### src/rtl/top_block_sum.sv
// Sums words 0..6 of each of four 8-word SRAM blocks and writes the 16-bit result to word 7.
// Runs once after reset, then parks in StDone with Ready high.
module top_block_sum (
  input  logic        Clock,
  input  logic        Reset,
  output logic        Ready,
  output logic [4:0]  Address,
  output logic        ReadEnable,
  output logic        WriteEnable,
  output logic [15:0] DataIN,
  input  logic [15:0] DataOut
);

  typedef enum logic [1:0] {StRead, StAcc, StWrite, StDone} state_e;

  state_e      state_q, state_d;
  logic [1:0]  blk_q, blk_d;
  logic [2:0]  word_q, word_d;
  logic [15:0] acc_q, acc_d;
  logic [4:0]  addr_q, addr_d;
  logic        ready_q, ready_d;

  always_comb begin
    state_d = state_q;
    blk_d   = blk_q;
    word_d  = word_q;
    acc_d   = acc_q;
    addr_d  = addr_q;
    ready_d = ready_q;
    unique case (state_q)
      StRead: begin
        state_d = StAcc;
      end
      StAcc: begin
        // DataOut holds the word strobed in the preceding StRead cycle
        acc_d = acc_q + DataOut;
        if (word_q == 3'd6) begin
          state_d = StWrite;
          addr_d  = {blk_q, 3'd7};
        end else begin
          word_d  = word_q + 3'd1;
          state_d = StRead;
          addr_d  = {blk_q, word_d};
        end
      end
      StWrite: begin
        acc_d  = '0;
        word_d = '0;
        if (blk_q == 2'd3) begin
          state_d = StDone;
          ready_d = 1'b1;
        end else begin
          blk_d   = blk_q + 2'd1;
          state_d = StRead;
          addr_d  = {blk_d, 3'd0};
        end
      end
      StDone: begin
        state_d = StDone;
      end
      default: begin
        state_d = StRead;
      end
    endcase
  end

  always_ff @(posedge Clock) begin
    if (Reset) begin
      state_q <= StRead;
      blk_q   <= '0;
      word_q  <= '0;
      acc_q   <= '0;
      addr_q  <= '0;
      ready_q <= 1'b0;
    end else begin
      state_q <= state_d;
      blk_q   <= blk_d;
      word_q  <= word_d;
      acc_q   <= acc_d;
      addr_q  <= addr_d;
      ready_q <= ready_d;
    end
  end

  // Strobes decode straight from the state register so the first read lands in cycle 1
  // after release; Reset masks every output so no access leaks while it is held.
  always_comb begin
    ReadEnable  = (state_q == StRead) && !Reset;
    WriteEnable = (state_q == StWrite) && !Reset;
    DataIN      = WriteEnable ? acc_q : 16'd0;
    Address     = Reset ? 5'd0 : addr_q;
    Ready       = ready_q && !Reset;
  end

  strobe_exclusive_a: assert property (@(posedge Clock) !(ReadEnable && WriteEnable));

endmodule

### config.mk
export PLATFORM = sky130hd
export DESIGN_NAME = top_block_sum
export DESIGN_NICKNAME = d
export VERILOG_FILES = /design/src/rtl/top_block_sum.sv
export SDC_FILE = /design/constraint.sdc
export NUM_CORES = 1
export LEC_CHECK = 0
export ABC_AREA = 1
export BUFFER_PORTS_ARGS = -buffer_cell sky130_fd_sc_hd__buf_2
export CAP_MARGIN = 15
export CORE_UTILIZATION = 56
export DETAILED_ROUTE_END_ITERATION = 6
export PLACE_DENSITY = 0.8
export SYNTH_ARGS = -nofsm -noshare
export SYNTH_HDL_FRONTEND = slang
export SYNTH_SLANG_ARGS = --single-unit
export TNS_END_PERCENT = 5
### constraint.sdc
create_clock -name Clock -period 1.8 [get_ports Clock]
set_input_delay 0.36 -clock Clock [delete_from_list [all_inputs] [get_ports Clock]]
set_output_delay 0.36 -clock Clock [all_outputs]
set_load 0.01 [all_outputs]
# Word level (Yosys, flattened, before mapping)
# Index checks and enable logic that the tools add are counted.
[totals]
register_bits = 29
inputBits = 18
out_inout_bits = 24
word_cells = 38
[op_classes]
add_sub_neg = 3
n_eq_ne = 7
muxes = 11
bitwise = 1
reduce_logical = 10
[op_table]
columns = ["cell", "count"]
rows = [
  ["16-bit one-hot mux with 2 select lines", 1],
  ["16-bit adder", 1],
  ["16-bit two-way mux", 1],
  ["5-bit two-way mux", 2],
  ["5-bit one-hot mux with 2 select lines", 1],
  ["2-bit one-hot mux with 4 select lines", 1],
  ["2-bit AND reduction", 4],
  ["2-bit equality test (second input constant)", 3],
  ["3-bit two-way mux", 2],
  ["3-bit one-hot mux with 2 select lines", 1],
  ["2-bit two-way mux", 2],
  ["2-bit inequality test (second input constant)", 2],
  ["3-bit by 1-bit adder with 3-bit output (second input constant)", 1],
  ["3-bit equality test (second input constant)", 1],
  ["1-bit logical AND", 3],
  ["2-bit by 1-bit adder with 2-bit output (second input constant)", 1],
  ["2-bit by 1-bit equality test with 1-bit output (second input constant)", 1],
  ["2-bit logical NOT", 1],
  ["2-bit nonzero test", 1],
  ["1-bit logical NOT", 1],
  ["1-bit inverter", 1],
]

# Depth between registers and ports, before layout
[depth]
word_depth = 3
mapped_depth = 11
mapped_depth_nobuf = 11

# Least setup slack after synthesis
# OpenSTA, ideal clock, no wires.
[synth_timing]
path_kind = "reg-to-output"
start = "reg state_q[0]"
end = "out DataIN[10]"
arrival_time_ps = 1325
t_required_ps = 1440
setup_slack_ps = 115
stages_incl_launch_ff = 8
path_cell_list = "dfxtp_1 > inv_1 > ha_1 > inv_2 > nor2_1 > inv_2 > buf_6 > nor2_1"
[synth_via]
elab_chain_cells = 3
[synth_rtl]
columns = ["item", "line_no", "source"]
rows = [
  ["from (decl)", "16", "state_e state_q, state_d;"],
  ["from (signal assigned)", "69", "state_q <= StRead;"],
  ["from (signal assigned)", "76", "state_q <= state_d;"],
  ["2-bit equality test", "89", "WriteEnable = (state_q == StWrite) && !Reset;"],
  ["1-bit logical AND", "89", ""],
  ["net WriteEnable", "9", "output logic WriteEnable,"],
  ["16-bit two-way mux", "90", "DataIN = WriteEnable ? acc_q : 16'd0;"],
  ["to (decl)", "10", "output logic [15:0] DataIN,"],
]
# The timed path passes the listed nets, and every way through them passes these cells.

# Final worst setup path
[layout_timing]
start = "reg state_q[0]"
end = "out DataIN[4]"
[layout_via]
elab_chain_cells = 3
[layout_rtl]
columns = ["item", "line_no"]
rows = [
  ["2-bit equality test", "89"],
  ["1-bit logical AND", "89"],
  ["16-bit two-way mux", "90"],
]
# Every way passes these cells.

==> metrics.md <==
| Metric | Value |
|---|---|
| Status | `finished, final reports clean` |
| Mapped Area | `0.00225 mm²` |
| I/O pin cnt | `42` |
| CTS Buf Count | `5` |
| Worst-path maximum fanout | `16` |
| Worst-Margin Slew | `0.322 ns` |
| PD cells | `688 mW/mm²` |
| Drt initial violations | `116` |
| Die W | `65.4 µm` |
| Peak VDD IR | `0.433 mV` |
| Via count | `2,231` |
| CTS root buffer | `clkbuf_8` |
| Critical Path RT | `1.44 ns` |
| Syn nets | `400` |
| Area of the core | `0.00374 mm²` |
| Period utilization | `0.974` |
| Area grow syn2layout | `17.1%` |
| Clk sinks | `29` |
| FF/Latch Area | `581 µm²` |
| Final Slew Violations | `0` |
| Avg Vias per Cell | `4.89` |
| Initial antenna violation count | `0` |
| Post-route minimum period | `1.75 ns` |
| Die area | `0.00427 mm²` |
| Area of the multi-input gates | `0.00136 mm²` |
| Netlist cell types | `32` |
| R2R depth | `11` |
| H-tree depth | `2` |
| Startpoint type of the worst setup path | `register` |
| Setup-failing EPs final | `0` |
| Dpl hpwl | `3.71 mm` |
| Layout cells sized above 1 | `0.194` |
| Post-DP Area | `0.00252 mm²` |
| Clk_skew | `0.0103 ns` |
| Clock Path Buffers | `2` |
| RSZ-0062 raised after global routing | `true` |
| Largest net degree at the start of global routing | `21` |
| Routed WL per cell | `10.8 µm` |
| Global-route wire length before repair | `8.40 mm` |
| Reg2Reg Setup Slack | `0.19 ns` |
| Final ANT Viol Nets | `0` |
| Initial Util | `0.601` |
| Final core occ | `0.703` |
| Placer Congestion | `0.841` |
| Leakage | `0.00148 µW` |
| Synth Warn # | `0` |
| Critical path class | `reg -> out` |
| DRT Pass-1 Iters | `4` |
| Slew headroom | `0.785` |
| NumNets Final | `449` |
| Clock tree from TritonCTS | `built` |
| Commonest non-fill, non-tap cells in the layout | `nand2_1 (104), inv_1 (72), buf_2 (41)` |
| Clock Pin Slew Worst Setup and Hold Paths | `0.06 ns` |
| DRC violations left | `0` |
| Power Total | `1810 µW` |
| Hold Path Class | `in -> reg` |
| Drt total wl | `4.92 mm` |
| Std-Cell Rows | `22` |
| Grt ovf | `0` |
| Hold Violations, Final | `0` |
| Syn_area_per_cell | `6.26 µm²` |
| Critical Path AT | `1.39 ns` |
| Cts hold-fix bufs | `0` |
| Mapped Cells | `359` |
| Vias in the first global route | `2,052` |
| Element type at the critical path end | `output port` |
| Cells on Worst Hold Path | `4` |
| Die Height | `65.4 µm` |
| Worst skew pair latency | `0.29 ns` |
| Fmax achieved | `0.571 GHz` |
| Input/output buffers | `41` |
| Leading cell type in the layout, fill and taps excluded | `nand2_1` |
| Max-cap viol count | `0` |
| Setup bufs post-CTS | `0` |
| Sequential-to-total area share from yosys stat | `0.258` |
| Yosys reg bits | `29` |
| Gr usage total | `0.258` |
| Final Instance Area | `0.00263 mm²` |
| # fillers | `357` |
| ANT cells | `0` |
-- cell families after synthesis --
logic type / after synthesis / share of synthesized area
compound gates: 42 / 0.107
buf+inv: 82 / 0.147
flops: 29 / 0.258
xor+xnor: 3 / 0.0117
fa+ha+maj: 23 / 0.131
simple gates: 180 / 0.345
-- power by group --
group,switching [µW],total [µW],leakage [µW],internal [µW]
registers,31.4,723,0.000237,692
clock network,257,560,0.0000443,303
logic,332,529,0.00119,197
total,621,1810,0.00148,1190
-- synthesized netlist by cell type --
master | instances | area (µm²)
a31oi_1 | 2 | 12.5
o21ai_1 | 2 | 10.0
nor2_2 | 1 | 6.26
a21o_1 | 1 | 7.51
xor2_1 | 3 | 26.3
or2_2 | 1 | 6.26
nor3_1 | 3 | 15.0
dfxtp_1 | 29 | 581
nand3_1 | 18 | 90.1
inv_1 | 73 | 274
nand2_4 | 1 | 11.3
o21ai_2 | 3 | 26.3
and2_1 | 1 | 6.26
o22ai_1 | 3 | 18.8
nor2_4 | 2 | 22.5
nand2_2 | 4 | 25.0
nor2_1 | 37 | 139
buf_2 | 2 | 10.0
nand4_1 | 1 | 6.26
nand3_2 | 3 | 30.0
o21ai_0 | 10 | 50.1
a21oi_1 | 17 | 85.1
fa_1 | 1 | 20.0
clkinv_4 | 1 | 8.76
nand3b_1 | 2 | 15.0
nand2_1 | 104 | 390
o31ai_1 | 3 | 22.5
ha_1 | 22 | 275
or2_1 | 2 | 12.5
buf_6 | 2 | 22.5
a211oi_1 | 1 | 7.51
inv_2 | 4 | 15.0
-- cell type report --
cell class / instances / share of cell area
clock buffer: 7 / 0.0328
inverter: 78 / 0.115
multi-input combinational: 248 / 0.517
sequential: 29 / 0.221
tap: 48 / 0.0228
timing repair buffer: 46 / 0.0922
-- timing repair --
action,in CTS,in global routing
gates resized for setup,5,5
pin swaps,0,1
setup endpoints to repair,16,18
-- metal layers --
layer  share of wire  vias up  GRT usage
li1                -     1199          -
met1            0.47      986      0.295
met2            0.48       39      0.454
met3           0.038        7     0.0625
met4           0.014        0      0.109
met5               0        -          0
-- metrics by stage --
stage	setup TNS, ns	std cells	hold WS (ns)	worst slack, ns
2_1_floorplan	0	359	0.436	0.115
3_3_place_gp	0	449	0.445	0.0657
3_5_place_dp	-0.00983	449	0.461	-0.00983
4_1_cts	0	456	0.413	0.000918
5_1_grt	-0.867	456	0.423	-0.0816
6_report	0	456	0.414	0.0472
-- sequential cells by signal, indices dropped and copies added (netlist names) --
register  flops
state_q       2
acc_q        16
word_q        3
ready_q       1
addr_q        5
blk_q         2
-- final timing paths --
check	startpoint	to
worst max-delay path	state_q[0]$_SDFF_PP0_	DataIN[4]
worst min-delay path	DataOut[0]	acc_q[0]$_SDFFE_PP0P_
worst max register to register	acc_q[0]$_SDFFE_PP0P_	acc_q[12]$_SDFFE_PP0P_
worst min register to register	ready_q$_SDFFE_PP0P_	ready_q$_SDFFE_PP0P_
-- worst max-delay path, cell delays in order, from the launching register on --
cell and delay (ns):
dfxtp_1 0.33, inv_2 0.07, ha_2 0.18, inv_2 0.06, nor2_4 0.14, inv_6 0.09, nor2_1 0.10, buf_2 0.14
Note: power is estimated with default switching activity, not from simulation.
